### src/rtl/mem_stage_if.sv
// rtl/mem_stage_if.sv - data bus request/ack interface between mem_stage and memory
interface mem_stage_if;
    logic        dbus_req;
    logic        dbus_we;
    logic [63:0] dbus_addr;
    logic [63:0] dbus_wdata;
    logic [7:0]  dbus_wmask;
    logic        dbus_ack;
    logic [63:0] dbus_rdata;

    modport master (
        output dbus_req, dbus_we, dbus_addr, dbus_wdata, dbus_wmask,
        input  dbus_ack, dbus_rdata
    );

    modport slave (
        input  dbus_req, dbus_we, dbus_addr, dbus_wdata, dbus_wmask,
        output dbus_ack, dbus_rdata
    );
endinterface

### src/rtl/mem_stage.sv
// rtl/mem_stage.sv - RV64 memory-access stage: aligned loads/stores over req/ack bus
module mem_stage #(
    parameter int XLEN   = 64,
    parameter int DBUS_W = 64
) (
    input  logic            clk,
    input  logic            rst,
    input  logic            ex_valid,
    input  logic            mem_rd,
    input  logic            mem_wr,
    input  logic [1:0]      mem_size,
    input  logic            mem_unsigned,
    input  logic [XLEN-1:0] alu_result,
    input  logic [XLEN-1:0] store_data,
    input  logic [4:0]      rd_addr,
    input  logic            rd_wen,
    output logic [XLEN-1:0] me_alu_result,
    output logic            mem_stall,
    output logic            misalign_exc,
    mem_stage_if.master     bus,
    output logic            wb_valid,
    output logic [4:0]      wb_rd_addr,
    output logic            wb_rd_wen,
    output logic [XLEN-1:0] wb_rd_data
);
    localparam int LANES = DBUS_W / 8;

    typedef enum logic {IDLE, BUSY} state_t;
    state_t state_q, state_d;

    logic [4:0]       lat_rd_addr;
    logic             lat_rd_wen;
    logic [2:0]       lat_off;
    logic [1:0]       lat_size;
    logic             lat_unsigned;
    logic             lat_rd;

    logic             access, aligned, accept, ack_done;
    logic [2:0]       off;
    logic [LANES-1:0] size_mask;
    logic [XLEN-1:0]  shifted, load_data;

    assign me_alu_result = alu_result;
    assign access        = ex_valid & (mem_rd | mem_wr);
    assign off           = alu_result[2:0];

    always_comb begin
        aligned   = 1'b1;
        size_mask = 8'h01;
        case (mem_size)
            2'd0: begin aligned = 1'b1;            size_mask = 8'h01; end
            2'd1: begin aligned = (off[0] == 1'b0);   size_mask = 8'h03; end
            2'd2: begin aligned = (off[1:0] == 2'b0); size_mask = 8'h0F; end
            default: begin aligned = (off == 3'b0);   size_mask = 8'hFF; end
        endcase
    end

    // Load data is right-justified from its byte lane, then extended to XLEN.
    always_comb begin
        shifted   = bus.dbus_rdata >> {lat_off, 3'b000};
        load_data = shifted;
        case (lat_size)
            2'd0: load_data = lat_unsigned ? {56'b0, shifted[7:0]}  : {{56{shifted[7]}},  shifted[7:0]};
            2'd1: load_data = lat_unsigned ? {48'b0, shifted[15:0]} : {{48{shifted[15]}}, shifted[15:0]};
            2'd2: load_data = lat_unsigned ? {32'b0, shifted[31:0]} : {{32{shifted[31]}}, shifted[31:0]};
            default: load_data = shifted;
        endcase
    end

    always_ff @(posedge clk) begin
        if (rst) state_q <= IDLE;
        else     state_q <= state_d;
    end

    always_comb begin
        state_d   = state_q;
        mem_stall = 1'b0;
        accept    = 1'b0;
        ack_done  = 1'b0;
        case (state_q)
            IDLE: begin
                if (access && aligned) begin
                    mem_stall = 1'b1;
                    accept    = 1'b1;
                    state_d   = BUSY;
                end
            end
            default: begin
                mem_stall = ~bus.dbus_ack;
                if (bus.dbus_ack) begin
                    ack_done = 1'b1;
                    state_d  = IDLE;
                end
            end
        endcase
    end

    always_ff @(posedge clk) begin
        if (rst) begin
            bus.dbus_req   <= 1'b0;
            bus.dbus_we    <= 1'b0;
            bus.dbus_addr  <= '0;
            bus.dbus_wdata <= '0;
            bus.dbus_wmask <= '0;
            misalign_exc   <= 1'b0;
            wb_valid       <= 1'b0;
            wb_rd_addr     <= '0;
            wb_rd_wen      <= 1'b0;
            wb_rd_data     <= '0;
            lat_rd_addr    <= '0;
            lat_rd_wen     <= 1'b0;
            lat_off        <= '0;
            lat_size       <= '0;
            lat_unsigned   <= 1'b0;
            lat_rd         <= 1'b0;
        end else begin
            misalign_exc <= 1'b0;
            if (state_q == IDLE) begin
                if (accept) begin
                    bus.dbus_req   <= 1'b1;
                    bus.dbus_we    <= mem_wr;
                    bus.dbus_addr  <= {alu_result[XLEN-1:3], 3'b000};
                    bus.dbus_wmask <= size_mask << off;
                    bus.dbus_wdata <= store_data << {off, 3'b000};
                    lat_rd_addr    <= rd_addr;
                    lat_rd_wen     <= rd_wen;
                    lat_off        <= off;
                    lat_size       <= mem_size;
                    lat_unsigned   <= mem_unsigned;
                    lat_rd         <= mem_rd;
                    wb_valid       <= 1'b0;
                    wb_rd_wen      <= 1'b0;
                end else if (access) begin
                    // Misaligned access is dropped; the slot retires without a write.
                    misalign_exc <= 1'b1;
                    wb_valid     <= 1'b1;
                    wb_rd_addr   <= rd_addr;
                    wb_rd_wen    <= 1'b0;
                    wb_rd_data   <= alu_result;
                end else begin
                    wb_valid   <= ex_valid;
                    wb_rd_addr <= rd_addr;
                    wb_rd_wen  <= rd_wen & ex_valid;
                    wb_rd_data <= alu_result;
                end
            end else if (ack_done) begin
                bus.dbus_req <= 1'b0;
                wb_valid     <= 1'b1;
                wb_rd_addr   <= lat_rd_addr;
                wb_rd_wen    <= lat_rd_wen & lat_rd;
                wb_rd_data   <= lat_rd ? load_data : '0;
            end else begin
                wb_valid  <= 1'b0;
                wb_rd_wen <= 1'b0;
            end
        end
    end
endmodule
### src/flat_wrapper.sv
// flat-port wrapper written by rule: the top's interface ports become plain ports
module mem_stage_flat 
#(
    parameter int XLEN   = 64,
    parameter int DBUS_W = 64
)
  (clk, rst, ex_valid, mem_rd, mem_wr, mem_size, mem_unsigned, alu_result, store_data, rd_addr, rd_wen, me_alu_result, mem_stall, misalign_exc, wb_valid, wb_rd_addr, wb_rd_wen, wb_rd_data, bus_dbus_req, bus_dbus_we, bus_dbus_addr, bus_dbus_wdata, bus_dbus_wmask, bus_dbus_ack, bus_dbus_rdata);
  mem_stage_if bus_i ();
  input  logic clk;
  input  logic rst;
  input  logic ex_valid;
  input  logic mem_rd;
  input  logic mem_wr;
  input  logic [1:0] mem_size;
  input  logic mem_unsigned;
  input  logic [XLEN-1:0] alu_result;
  input  logic [XLEN-1:0] store_data;
  input  logic [4:0] rd_addr;
  input  logic rd_wen;
  output logic [XLEN-1:0] me_alu_result;
  output logic mem_stall;
  output logic misalign_exc;
  output logic wb_valid;
  output logic [4:0] wb_rd_addr;
  output logic wb_rd_wen;
  output logic [XLEN-1:0] wb_rd_data;
  output wire logic [$bits(bus_i.dbus_req)-1:0] bus_dbus_req;
  output wire logic [$bits(bus_i.dbus_we)-1:0] bus_dbus_we;
  output wire logic [$bits(bus_i.dbus_addr)-1:0] bus_dbus_addr;
  output wire logic [$bits(bus_i.dbus_wdata)-1:0] bus_dbus_wdata;
  output wire logic [$bits(bus_i.dbus_wmask)-1:0] bus_dbus_wmask;
  input wire logic [$bits(bus_i.dbus_ack)-1:0] bus_dbus_ack;
  input wire logic [$bits(bus_i.dbus_rdata)-1:0] bus_dbus_rdata;
  assign bus_dbus_req = bus_i.dbus_req;
  assign bus_dbus_we = bus_i.dbus_we;
  assign bus_dbus_addr = bus_i.dbus_addr;
  assign bus_dbus_wdata = bus_i.dbus_wdata;
  assign bus_dbus_wmask = bus_i.dbus_wmask;
  assign bus_i.dbus_ack = bus_dbus_ack;
  assign bus_i.dbus_rdata = bus_dbus_rdata;
  mem_stage #(.XLEN(XLEN), .DBUS_W(DBUS_W)) u_core (.clk(clk), .rst(rst), .ex_valid(ex_valid), .mem_rd(mem_rd), .mem_wr(mem_wr), .mem_size(mem_size), .mem_unsigned(mem_unsigned), .alu_result(alu_result), .store_data(store_data), .rd_addr(rd_addr), .rd_wen(rd_wen), .me_alu_result(me_alu_result), .mem_stall(mem_stall), .misalign_exc(misalign_exc), .bus(bus_i), .wb_valid(wb_valid), .wb_rd_addr(wb_rd_addr), .wb_rd_wen(wb_rd_wen), .wb_rd_data(wb_rd_data));
endmodule
### config.mk
export PLATFORM = sky130hd
export DESIGN_NAME = mem_stage_flat
export DESIGN_NICKNAME = d
export VERILOG_FILES = /design/src/rtl/mem_stage_if.sv /design/src/rtl/mem_stage.sv /design/src/flat_wrapper.sv
export SDC_FILE = /design/constraint.sdc
export NUM_CORES = 1
export LEC_CHECK = 0
export CAP_MARGIN = 20
export CORE_ASPECT_RATIO = 0.5
export CORE_MARGIN = 4
export CORE_UTILIZATION = 40
export CTS_CLUSTER_DIAMETER = 120
export DETAILED_ROUTE_END_ITERATION = 6
export PLACE_DENSITY = 0.74
export SLEW_MARGIN = 20
export SYNTH_ARGS = -nofsm -noshare
export SYNTH_HDL_FRONTEND = slang
export SYNTH_SLANG_ARGS = --single-unit
export TNS_END_PERCENT = 1
### constraint.sdc
create_clock -name clk -period 2.3 [get_ports clk]
set_input_delay 0.23 -clock clk [delete_from_list [all_inputs] [get_ports clk]]
set_output_delay 0.23 -clock clk [all_outputs]
set_load 0.03 [all_outputs]
# After elaboration in Yosys (flattened, before gate mapping)

Cells that the tools add are included.

RAM bits: 0
Bits in latches: 0
Word-level logic and storage cells: 75
Register bits after elaboration: 221
Memories: 0
Input port bits: 207
Bits in read-only memories: 0

Shifts and indexed selects: 3
Muxes and demuxes: 32
Bitwise logic cells: 7
$mul: 0
$add $sub $neg: 0
Reductions and logical operators: 10
Divide/modulo/power cells: 0
Equal/unequal tests: 6
$lt $le $gt $ge: 0

Operator list:

| cell                                                | number |
|---|---|
| 2-to-1 mux 64 bit                                   | 7 |
| one-hot mux 64 bit (3 select lines)                 | 1 |
| << shifter 64 x 6 -> 64 bit                         | 1 |
| >> shifter 64 x 6 -> 64 bit                         | 1 |
| one-hot mux 8 bit (3 select lines)                  | 1 |
| 2-to-1 mux 1 bit                                    | 19 |
| 2-to-1 mux 5 bit                                    | 3 |
| << shifter 8 x 3 -> 8 bit                           | 1 |
| logical NOT 2 bit                                   | 3 |
| AND reduction 2 bit                                 | 3 |
| equality test 2 x 1 -> 1 bit, second input constant | 2 |
| equality test 2 bit, second input constant          | 2 |
| AND 1 bit                                           | 3 |
| logical NOT 3 bit                                   | 1 |
| NOT 1 bit                                           | 3 |
| one-hot mux 1 bit (3 select lines)                  | 1 |
| OR reduction 3 bit                                  | 1 |
| != test 2 x 1 -> 1 bit, second input constant       | 1 |
| != test 2 bit, second input constant                | 1 |
| nonzero test 2 bit                                  | 1 |
| logical AND 1 bit                                   | 1 |
| bitwise OR 1 bit                                    | 1 |

# Logic depth before layout (Yosys ltp)

Depth after elaboration: 7
Depth in mapped cells: 9

# Worst setup path before layout

OpenSTA, ideal clock, no wires.

Path type: register -> register
Start: register u_core.lat_off[1]
End: register u_core.wb_rd_data[24]
Cell stages (with the launch flop): 9
Path slack: 0.404 ns
Library setup time: 0.130 ns
Data required time: 2.170 ns
Data arrival time: 1.765 ns
Clock period less this slack: 1.896 ns
Path through: dfxtp_1 > buf_4 > buf_2 > buf_2 > mux2_2 > o21ai_0 > o22ai_1 > a21oi_1 > o22ai_1

Word-level cells in the longest chain between the ends: 6
Elaborated cells between the ends (all ways): 8
Those cells by class: shift (1); mux (7)

Ends and longest elaborated chain:

| item                                    | RTL line                                          | RTL |
|---|---|---|
| start, declared                         | mem_stage.sv:33                                   | `logic [2:0] lat_off;` |
| start signal, assigned                  | mem_stage.sv:112                                  | `lat_off <= '0;` |
| start signal, assigned                  | mem_stage.sv:127                                  | `lat_off <= off;` |
| >> shifter 64 x 6 -> 64 bit (*)         | mem_stage.sv:60                                   | `shifted = bus.dbus_rdata >> {lat_off, 3'b000};` |
| 2-to-1 mux 64 bit (on tied branches)    | mem_stage.sv:65, mem_stage.sv:63, mem_stage.sv:64 |  |
| one-hot mux 64 bit (3 select lines) (*) | mem_stage.sv:62                                   | `case (lat_size)` |
| 2-to-1 mux 64 bit (*)                   | mem_stage.sv:151                                  | `wb_rd_data <= lat_rd ? load_data : '0;` |
| 2-to-1 mux 64 bit (*)                   | mem_stage.sv:146                                  | `end else if (ack_done) begin` |
| 2-to-1 mux 64 bit (*)                   | mem_stage.sv:118                                  | `if (state_q == IDLE) begin` |
| end signal, assigned                    | mem_stage.sv:139                                  | `wb_rd_data <= alu_result;` |
| end signal, assigned                    | mem_stage.sv:144                                  | `wb_rd_data <= alu_result;` |
| end signal, assigned                    | mem_stage.sv:151                                  |  |
| end, declared                           | mem_stage.sv:24                                   | `output logic [XLEN-1:0] wb_rd_data` |

Mark *: on every way between the ends. The rest lies on a longest branch, timed or not. The select of a mux whose other input is x is not followed.
A chain may end at the register's enable or synchronous reset.

# Final worst setup path

Start: input port mem_size[0]
End: output port mem_stall

Word-level cells in the longest chain between the ends: 5
Elaborated cells between the ends (all ways): 7
Those cells by class: eq/ne (2); mux (3); reduce/logical (2)

Ends and longest elaborated chain:

| item                                              | RTL line           | RTL |
|---|---|---|
| start, declared                                   | flat_wrapper.sv:14 | `input logic [1:0] mem_size;` |
| equality test 2 bit, or another cell as far along | mem_stage.sv:50    | `case (mem_size)` |
| one-hot mux 1 bit (3 select lines) (*)            | mem_stage.sv:50    |  |
| logical AND 1 bit (*)                             | mem_stage.sv:82    | `if (access && aligned) begin` |
| 2-to-1 mux 1 bit (*)                              | mem_stage.sv:82    |  |
| 2-to-1 mux 1 bit (*)                              | mem_stage.sv:80    | `case (state_q)` |
| end, declared                                     | flat_wrapper.sv:21 | `output logic mem_stall;` |

Mark *: on every way between the ends. The rest lies on a longest branch, timed or not.

==> out/results.txt <==
Dpl cells: 2,292
Clock network power share: 33.8%
Post-synth EDFFs: 0
Startpoint types: input pin
Core ar.: 30,400 um2
Clock transition at path regs: 0.06 ns
Async set-reset flop share out of synthesis: 0%
CTS buffer count: 23
Reg2Reg Setup Slack: 0.07 ns
Full die area: 34,030 um2
Max-Cap Viols: 0
H-tree depth: 1
Slew @ Worst Pin: 0.6452 ns
Via count: 13,131
Via density: 5.619
Clock sinks: 221
Initial Utilization: 40.75%
Mapped cell area: 12,390 um2
GR Overflow Total: 0
Comb power frac: 29.0%
Post-layout min period: 2.242 ns
Post-Layout Cell Count: 2,337
Post-route setup TNS: 0 ns
Reg power frac: 37.3%
Setup violators final: 0
Hold Crit Class: input pin to register
Post-synthesis cell count: 1,538
Register area share after synthesis: 35.71%
Width of the die: 256.9 um
Dominant synthesized flop cell: dfxtp_1
Insertion delay to the later sink of the worst-skew pair: 0.54 ns
Pint: 7.605 mW
Vias in the first global route: 12,174
Post-CTS repair timing setup buffer count: 0
Synth Warn #: 0
Cell-by-cell trace of the critical path: clkdlybuf4s50_1 -> o21a_1 -> a2111oi_4 -> buf_6 -> nor2_4 -> inv_2 -> buf_12 -> buf_4
Layout fillers: 2,746
End point of the critical path: mem_stall
I/O pin count: 482
Buf/Inv on CP: 5
Mean Syn Cell Area: 8.056 um2
Clock root buffer: clkbuf_16
TritonCTS clock tree: built
CTS max path bufs: 3
RSZ-0062 raised after global routing: true
Tot Pwr: 11.30 mW
GPL Wtd Cong: 0.9935
Largest net degree at the start of global routing: 75
CP Capture Type: output pin
Commonest non-fill, non-tap cell in the layout: clkdlybuf4s50_1
Die Y: 132.5 um
Reg-to-reg endpoint: u_core.wb_rd_data[57]
Worst Path Required: 2.07 ns
Status: completed
Worst reg-to-reg path cell count: 7
Worst Setup SP: mem_size[0]
Max FO, Critical Path: 20
DRT antenna net count: 0
WS Path Type: input pin to output pin
Reg2Reg Launch Point: u_core.lat_off[1]
Pins Over Slew Limit: 0
Fin. Hold Viols: 0
Achievable Freq: 445.9 MHz
Max incr delay on CP: 0.46 ns
Post-Route WL: 50.39 mm
Port bufs: 478
Switch share: 32.72%
Placed inst area: 17,360 um2
Area grow syn2layout: 46.32%
Crit path DAT: 2.01 ns
Design area: 18,130 um2
Antenna violations before repair: 3
FF/Latch Area: 4428 um2
WL per Instance: 21.56 um
Net Switching: 3.699 mW
Post-DP HPWL: 38.71 mm
Leakage dissipation: 6.506 nW
Most frequent cells in the layout: clkdlybuf4s50_1, nand2_1, dfxtp_1
Final net count: 2,125
Slowest CP cell: clkdlybuf4s50_1
Period Utilization, post-route: 97.50%
Final core occ: 59.63%
# rows: 45
Pwr Density: 623.5 nW/um2
Total track usage: 27.68%
Remaining DRCs: 0
DRT iter0 DRCs: 1,063
First-pass GRT wire length: 75.07 mm
Multi-input logic area: 6847 um2
Crit. path cell count: 8
Unique masters post-synth: 52
Layout cells sized above 1: 10.39%
Flip-flop and latch count after synthesis: 221
Worst IR Drop VDD: 414.4 uV
Layout Skew: 0.01145 ns
Worst slew margin: 56.99%
Drt pass-1 iters: 5
Crit-path leading delay family: buffers and inverters
[cell families after synthesis]
| group | after synthesis | synth area share [%] |
|---|---|---|
| AOI/OAI and AO/OA | 459 | 22.84 |
| muxes | 155 | 16.19 |
| other | 1 | 0.03026 |
| buffers and inverters | 216 | 9.189 |
| DFF | 221 | 35.71 |
| and+or+nand+nor | 486 | 16.05 |
[per-layer routing]
| layer | vias up | track usage [%] | part of all wire (%) |
|---|---|---|---|
| li1 | 6205 | - | - |
| met1 | 6283 | 35.38 | 40 |
| met2 | 536 | 47.76 | 49 |
| met3 | 105 | 4.972 | 7.0 |
| met4 | 2 | 9.168 | 3.6 |
| met5 | - | 0 | 0.026 |
[worst min path at each step]
stage	startpoint	to	slack, ns	cells past startpoint
after floorplan	rd_addr[0]	u_core.lat_rd_addr[0]	0.37	2
after global placement	u_core.bus.dbus_wmask[1]	u_core.bus.dbus_wmask[1]	0.44	2
after detailed placement	u_core.bus.dbus_wdata[8]	u_core.bus.dbus_wdata[8]	0.45	2
after CTS	alu_result[0]	u_core.lat_off[0]	0.16	4
after global routing	alu_result[0]	u_core.lat_off[0]	0.18	4
final	rst	u_core.bus.dbus_addr[36]	0.17	2
[state kept, by name, indices dropped and copies added, names as in the netlist]
signal                 count
u_core.lat_off             3
u_core.wb_rd_wen           1
u_core.lat_size            2
u_core.lat_rd_wen          1
u_core.lat_rd_addr         5
u_core.bus.dbus_req        1
u_core.lat_rd              1
u_core.wb_valid            1
u_core.wb_rd_addr          5
u_core.bus.dbus_we         1
u_core.wb_rd_data         64
u_core.misalign_exc        1
u_core.bus.dbus_addr      61
u_core.bus.dbus_wdata     64
u_core.state_q             1
u_core.lat_unsigned        1
u_core.bus.dbus_wmask      8
[metrics by stage]
step	hold slack [ns]	setup slack [ns]
floorplan	0.3660	0.4043
global placement	0.4402	-0.09112
detailed placement	0.4461	-0.1279
CTS	0.1646	0.001465
global route	0.1779	-0.05319
finish	0.1732	0.05755
[cells in the mapped netlist (all sizes together), types with 10 or more instances]
| cell type | n | area, um2 |
|---|---|---|
| a211oi | 70 | 525.5 |
| and2 | 11 | 68.81 |
| o21ai | 83 | 415.4 |
| mux2i | 98 | 980.9 |
| nand2 | 246 | 923.4 |
| o22ai | 42 | 269.0 |
| nand3 | 12 | 60.06 |
| nor3 | 36 | 180.2 |
| buf | 128 | 808.3 |
| mux2 | 23 | 259.0 |
| a32oi | 18 | 157.7 |
| nor2 | 153 | 574.3 |
| clkbuf | 81 | 304.0 |
| a21oi | 177 | 889.6 |
| a31oi | 10 | 62.56 |
| dfxtp | 221 | 4424 |
| mux4 | 34 | 765.7 |
| o211ai | 15 | 112.6 |
[worst register-to-register path: stages (launching register included)]
cell      delay, ns
dfxtp_2        0.46
mux2_2         0.41
or2_2          0.30
nand4_1        0.17
o221ai_2       0.16
buf_12         0.18
a21oi_2        0.30
a211oi_1       0.13
[final cells by class]
type                       instances  area share (%)
clock inverter                     8          0.3037
antenna                            3         0.04141
timing repair buffer             562           30.72
multi-input combinational       1103           37.76
inverter                           7          0.1449
sequential                       221           24.42
clock buffer                      34           3.844
tap                              399           2.754
[power groups by stage]
stage	combinational [mW]	sequential (mW)	clock, mW
4_1_cts	3.26	4.21	3.86
6_report	3.28	4.21	3.82
3_3_place_gp	3.24	4.29	0
2_1_floorplan	1.39	4.70	0
5_1_grt	3.46	4.23	4.02
3_5_place_dp	3.25	4.29	0
[timing repair]
| action | in CTS | in global routing |
|---|---|---|
| resized for setup | 0 | 3 |
| endpoints found under the setup margin | 0 | 8 |
| hold endpoints to repair | 0 | 0 |
| hold buffers | 0 | 0 |
No activity file was read; power rests on OpenSTA's default activity.
